### src/rtl/serial_alu_multi.sv
// Digit-serial ALU over a small register file: operands span 1..MAX_BYTES
// consecutive registers, processed LSB digit first, NSHIFT bits per cycle.
module serial_alu_multi #(
    parameter int LOG2_NR   = 3,
    parameter int REG_BITS  = 8,
    parameter int NSHIFT    = 2,
    parameter int MAX_BYTES = 4,
    localparam int LW = $clog2(MAX_BYTES),
    localparam int CW = $clog2(MAX_BYTES * REG_BITS / NSHIFT)
) (
    input  logic               clk,
    input  logic               reset,
    input  logic               op_valid,
    input  logic [3:0]         operation,
    input  logic [LW-1:0]      len_m1,
    input  logic [LOG2_NR-1:0] reg1,
    input  logic [LOG2_NR-1:0] reg2,
    input  logic               external_arg2,
    input  logic [NSHIFT-1:0]  data_in,
    output logic [NSHIFT-1:0]  data_out,
    output logic               op_done,
    output logic [CW-1:0]      counter,
    output logic               flag_c,
    output logic               flag_v,
    output logic               flag_s,
    output logic               flag_z
);
    localparam int NR  = 1 << LOG2_NR;
    localparam int DPR = REG_BITS / NSHIFT;
    localparam int BW  = $clog2(REG_BITS);
    localparam int NW  = NSHIFT + 1;

    typedef enum logic [3:0] {
        OP_ADD = 4'd0, OP_SUB = 4'd1, OP_ADC = 4'd2, OP_SBC = 4'd3,
        OP_AND = 4'd4, OP_OR  = 4'd5, OP_XOR = 4'd6, OP_MOV = 4'd7,
        OP_CMP = 4'd8, OP_SHL = 4'd9, OP_RCL = 4'd10
    } op_e;

    op_e                 op;
    logic [REG_BITS-1:0] regs [NR];
    logic [CW-1:0]       last, byte_idx, digit_idx;
    logic [BW-1:0]       bit_off;
    logic [LOG2_NR-1:0]  addr1, addr2;
    logic [NSHIFT-1:0]   a1, a2, a2e, result;
    logic [NW-1:0]       sum, shl;
    logic                is_sub, seed, cin, cout, carry_q, z_q, z_acc, ovf, wr_en;

    always_comb begin
        op        = op_e'(operation);
        last      = CW'((32'(len_m1) + 1) * DPR - 1);
        byte_idx  = counter / CW'(DPR);
        digit_idx = counter % CW'(DPR);
        bit_off   = BW'(32'(digit_idx) * NSHIFT);
        addr1     = reg1 + LOG2_NR'(byte_idx);
        addr2     = reg2 + LOG2_NR'(byte_idx);
        a1        = regs[addr1][bit_off +: NSHIFT];
        a2        = external_arg2 ? data_in : regs[addr2][bit_off +: NSHIFT];

        is_sub = op inside {OP_SUB, OP_SBC, OP_CMP};
        case (op)
            OP_SUB, OP_CMP:         seed = 1'b1;
            OP_ADC, OP_SBC, OP_RCL: seed = flag_c;
            default:                seed = 1'b0;
        endcase
        // Digit 0 takes the opcode's seed; later digits take the rippled carry.
        cin  = (counter == '0) ? seed : carry_q;
        a2e  = is_sub ? ~a2 : a2;
        sum  = {1'b0, a1} + {1'b0, a2e} + NW'(cin);
        shl  = {a1, cin};

        result = sum[NSHIFT-1:0];
        cout   = sum[NSHIFT];
        case (op)
            OP_AND: result = a1 & a2;
            OP_OR:  result = a1 | a2;
            OP_XOR: result = a1 ^ a2;
            OP_MOV: result = a2;
            OP_SHL, OP_RCL: begin
                result = shl[NSHIFT-1:0];
                cout   = shl[NSHIFT];
            end
            default: ;
        endcase

        ovf   = (a1[NSHIFT-1] == a2e[NSHIFT-1]) && (result[NSHIFT-1] != a1[NSHIFT-1]);
        z_acc = ((counter == '0) || z_q) && (result == '0);
        wr_en = op_valid && !reset &&
                (op <= OP_MOV || op == OP_SHL || op == OP_RCL);
    end

    assign data_out = result;
    assign op_done  = op_valid && (counter == last);

    always_ff @(posedge clk) begin
        if (wr_en)
            regs[addr1][bit_off +: NSHIFT] <= result;
    end

    always_ff @(posedge clk) begin
        if (reset) begin
            counter <= '0;
            carry_q <= 1'b0;
            z_q     <= 1'b1;
            flag_c  <= 1'b0;
            flag_v  <= 1'b0;
            flag_s  <= 1'b0;
            flag_z  <= 1'b0;
        end else if (op_valid) begin
            counter <= op_done ? '0 : counter + CW'(1);
            carry_q <= cout;
            z_q     <= z_acc;
            if (op_done) begin
                case (op)
                    OP_ADD, OP_SUB, OP_ADC, OP_SBC, OP_CMP: begin
                        flag_c <= cout;
                        flag_v <= ovf;
                        flag_s <= result[NSHIFT-1];
                        flag_z <= z_acc;
                    end
                    OP_AND, OP_OR, OP_XOR: begin
                        flag_s <= result[NSHIFT-1];
                        flag_z <= z_acc;
                    end
                    OP_SHL, OP_RCL: begin
                        flag_c <= cout;
                        flag_v <= result[NSHIFT-1] ^ cout;
                        flag_s <= result[NSHIFT-1];
                        flag_z <= z_acc;
                    end
                    default: ;
                endcase
            end
        end
    end
endmodule

### config.mk
export PLATFORM = sky130hd
export DESIGN_NAME = serial_alu_multi
export DESIGN_NICKNAME = d
export VERILOG_FILES = /design/src/rtl/serial_alu_multi.sv
export SDC_FILE = /design/constraint.sdc
export NUM_CORES = 1
export LEC_CHECK = 0
export BUFFER_PORTS_ARGS = -buffer_cell sky130_fd_sc_hd__buf_2
export CAP_MARGIN = 30
export CORE_MARGIN = 1.5
export CORE_UTILIZATION = 58
export DETAILED_ROUTE_END_ITERATION = 12
export GPL_TIMING_DRIVEN = 0
export HOLD_SLACK_MARGIN = 0.1
export PLACE_DENSITY = 0.77
export REMOVE_ABC_BUFFERS = 1
export SYNTH_ARGS = -nofsm -noshare
export SYNTH_HDL_FRONTEND = slang
export SYNTH_SLANG_ARGS = --single-unit
### constraint.sdc
create_clock -name clk -period 5.6 [get_ports clk]
set_input_delay 0.56 -clock clk [delete_from_list [all_inputs] [get_ports clk]]
set_output_delay 0.56 -clock clk [all_outputs]
set_load 0.1 [all_outputs]
==> results.py <==
metrics = {
    "routing": {
        "vias": 3346,
        "drt_iter0_drc": 376,
        "drc_errors": 0,
        "first_pass_iters": 6,
        "routedWlPerCell_um": 21.1,
        "wl_um": 10700,
        "ant_nets": 0,
        "viasPerCell": 6.61,
    },
    "critical_path": {
        "critPathTopFamily": "adder cells",
        "endpoint_kind": "primary output",
        "slowest_delay_ns": 0.60,
        "cp_slowest_cell": "fa_2",
        "critical_path.cell_chain": "ha_2 > inv_1 > fa_2 > buf_4 > mux4_2 > mux4_2 > nand2_1 > a21oi_1 > a21oi_4 > xor2_1 > fa_1 > inv_1 > fa_1 > mux2i_1 > a211oi_2 > nand2_4 > inv_1 > buf_8",
        "path_class": "flop to primary output",
        "cp-start-kind": "flop",
        "arrival_ns": 4.82,
        "critPathMostFrequentCell": "inv_1",
        "crit_buf_inv": 5,
        "cp.required_ns": 5.04,
        "path_max_fanout": 8,
    },
    "logic_synthesis": {
        "yosys.area_share.simple_pct": 15.0,
        "synth_most_common_cell": "edfxtp_1",
        "synth.top_cells.by_count": "edfxtp_1, nor2_1, nand2_1",
        "synth-adder-area-share_pct": 4.70,
        "synth_xor_area_share_pct": 2.92,
        "synth-main-ff-cell": "edfxtp_1",
        "ys_seq_area_share_pct": 48.6,
        "synth_edf_count": 64,
        "synth_area_leaders": "edfxtp_1, mux4_2, nor2_1",
        "netlist_area_sq_um": 4370,
        "synthCells": 372,
        "ys_warn_count": 0,
        "avgSynthCellArea_sq_um": 11.7,
        "synth_top_area_share_pct": 44.0,
        "yosys.cell_types.count": 62,
        "synth_compound_area_share_pct": 11.4,
        "muxShareOfSynthArea_pct": 13.4,
        "synthArstFlopShare_pct": 0,
        "synth_top_family_by_area": "simple AND/OR/NAND/NOR gates",
        "ys_ff_latch": 74,
        "synth.largest_area_cell": "edfxtp_1",
    },
    "timing": {
        "holdWs_ns": 0.467,
        "slew_headroom_pct": 47.8,
        "rsz0062_at_grt": "false",
        "fin_ws_ns": 0.216,
        "skew_ns": 0.0106,
        "drv_slew": 0,
        "fmax_mhz": 186,
        "min_period_ns": 5.38,
        "finalCritPeriodShare_pct": 96.1,
        "finalSetupTns_ns": 0,
        "worst_slew_pin_slew_ns": 0.777,
        "hold_violations": 0,
        "finalSetupViolations": 0,
    },
    "clocking": {
        "cts_sinks": 74,
        "cts_root_buf": "clkbuf_8",
        "cts.hold.buffers_added": 0,
        "cts_tree": "done",
        "h-tree-depth": 3,
        "cts_buffers": 9,
        "clk-insertion-delay-late_ns": 0.37,
        "clk_path_buf_depth": 2,
        "clk_pin_slew_ns": 0.08,
    },
    "cells_and_area": {
        "layout-drive-gt1-share_pct": 24.6,
        "stdcell_area_sq_um": 4930,
        "nets": 435,
        "post-route-util_pct": 68.0,
        "n_antenna_cell": 0,
        "areaGrowthSynthToFinish_pct": 13.0,
        "layout.cells.non_filler": 506,
    },
    "floorplanning": {
        "ios": 29,
        "dieArea_sq_um": 8060,
        "core_sq_um": 7250,
        "row_count": 31,
        "die_w_um": 89.8,
        "start_util_pct": 60.2,
        "die_h_um": 89.8,
    },
    "placement": {
        "hpwl_um": 7420,
        "placedInstanceArea_sq_um": 4560,
        "portBuffers": 28,
        "dp.cells": 481,
        "routabilityCongestion": 0.923,
        "post-place-ws_ns": -0.217,
    },
    "pwr": {
        "p_sw_mw": 0.439,
        "leakage_nw": 1.75,
        "power_density_nw_per_um2": 285,
        "internal-power_mw": 0.968,
        "power_mw": 1.41,
        "power_frac_seq_pct": 43.9,
        "power.combinational.fraction_pct": 23.7,
        "ir_drop_uv": 242,
        "sw_frac_of_total_pct": 31.2,
        "p_clk_share_pct": 32.4,
    },
    "run": {
        "max-cap-violations": 0,
    },
    "global_routing": {
        "overflow": 0,
        "grt_pass1_vias": 3253,
        "track_usage_pct": 27.5,
        "antenna_found_initial": 0,
        "grt_first_pass_wirelength_um": 16800,
        "grt_max_degree": 27,
    },
    "run_status": {
        "status": "finished, final reports clean",
    },
    "worst_hold_path": {
        "min_path_type": "flop to flop",
    },
}
-- layout make-up --
cell class              instances  area, sq um
fillers                       547         2320
flip-flops and latches         74         2130
multi-input cells             261         2130
repair buffers                 41          283
clock buffers                   9          124
well taps                      99          124
clock inverters                 6         91.3
inverters                      16         60.1
-- cell families (layout without fill, tap and decap cells) --
logic type / after synthesis / in the layout
adder cells (fa/ha/maj): 14 / 14
AND/OR/NAND/NOR: 138 / 138
buffers and inverters: 37 / 72
XOR/XNOR: 12 / 12
flip-flops: 74 / 74
AO/OA/AOI/OAI: 61 / 61
multiplexers: 36 / 36
-- power groups by stage --
| stage | registers, mW | clock network, mW | logic, mW |
|---|---|---|---|
| after floorplan | 0.637 | 0 | 0.212 |
| after global placement | 0.630 | 0 | 0.291 |
| after detailed placement | 0.630 | 0 | 0.304 |
| after CTS | 0.618 | 0.459 | 0.316 |
| after global routing | 0.619 | 0.482 | 0.352 |
| final | 0.618 | 0.456 | 0.333 |
-- cell usage in the layout (no fill, tap or decap), types with 5 or more instances in the layout --
| cell type | Yosys | layout |
|---|---|---|
| nor2_1 | 55 | 55 |
| nand3_1 | 7 | 5 |
| dfxtp_1 | 10 | 9 |
| clkbuf_8 | 0 | 9 |
| buf_4 | 4 | 9 |
| nor2b_1 | 9 | 9 |
| a31oi_1 | 8 | 8 |
| mux4_2 | 18 | 18 |
| xor2_1 | 7 | 7 |
| inv_1 | 15 | 15 |
| o22ai_1 | 5 | 5 |
| nor3_1 | 13 | 13 |
| nand2_1 | 31 | 31 |
| edfxtp_1 | 64 | 64 |
| a211oi_1 | 5 | 5 |
| mux2i_1 | 17 | 17 |
| a21oi_1 | 8 | 8 |
| a2111oi_0 | 7 | 6 |
| ha_1 | 10 | 8 |
| buf_2 | 9 | 27 |
-- final timing paths --
kind              slack (ns)        from     endpoint  cells after the start
setup / recovery        0.22  counter[2]  data_out[1]                     18
hold / removal          0.47      flag_s       flag_s                      2
setup reg to reg        0.77  counter[2]   regs[7][5]                     17
hold reg to reg         0.47      flag_s       flag_s                      2
-- sequential cells by signal, indices dropped and copies added, names as in the netlist --
| name | count |
|---|---|
| carry_q | 1 |
| flag_c | 1 |
| counter | 4 |
| flag_v | 1 |
| regs | 64 |
| z_q | 1 |
| flag_s | 1 |
| flag_z | 1 |
-- tightest hold or removal path, cell delays in order, from the launching register on --
cell	delay, ns
dfxtp_1	0.31
nand3_1	0.06
o31ai_1	0.05
-- layer usage --
layer,vias up,GRT usage (%),routed length (um)
li1,1462,-,-
met1,1627,35.1,4070
met2,222,44.1,5240
met3,35,8.29,1050
met4,0,10.8,307
met5,-,0,0
-- repair_timing --
action / 4_1_cts / 5_1_grt
buffers inserted: 3 / 7
gates resized for setup: 12 / 4
pin swaps: 1 / 5
endpoints found under the setup margin: 2 / 2
No activity file was read; power rests on OpenSTA's default activity.
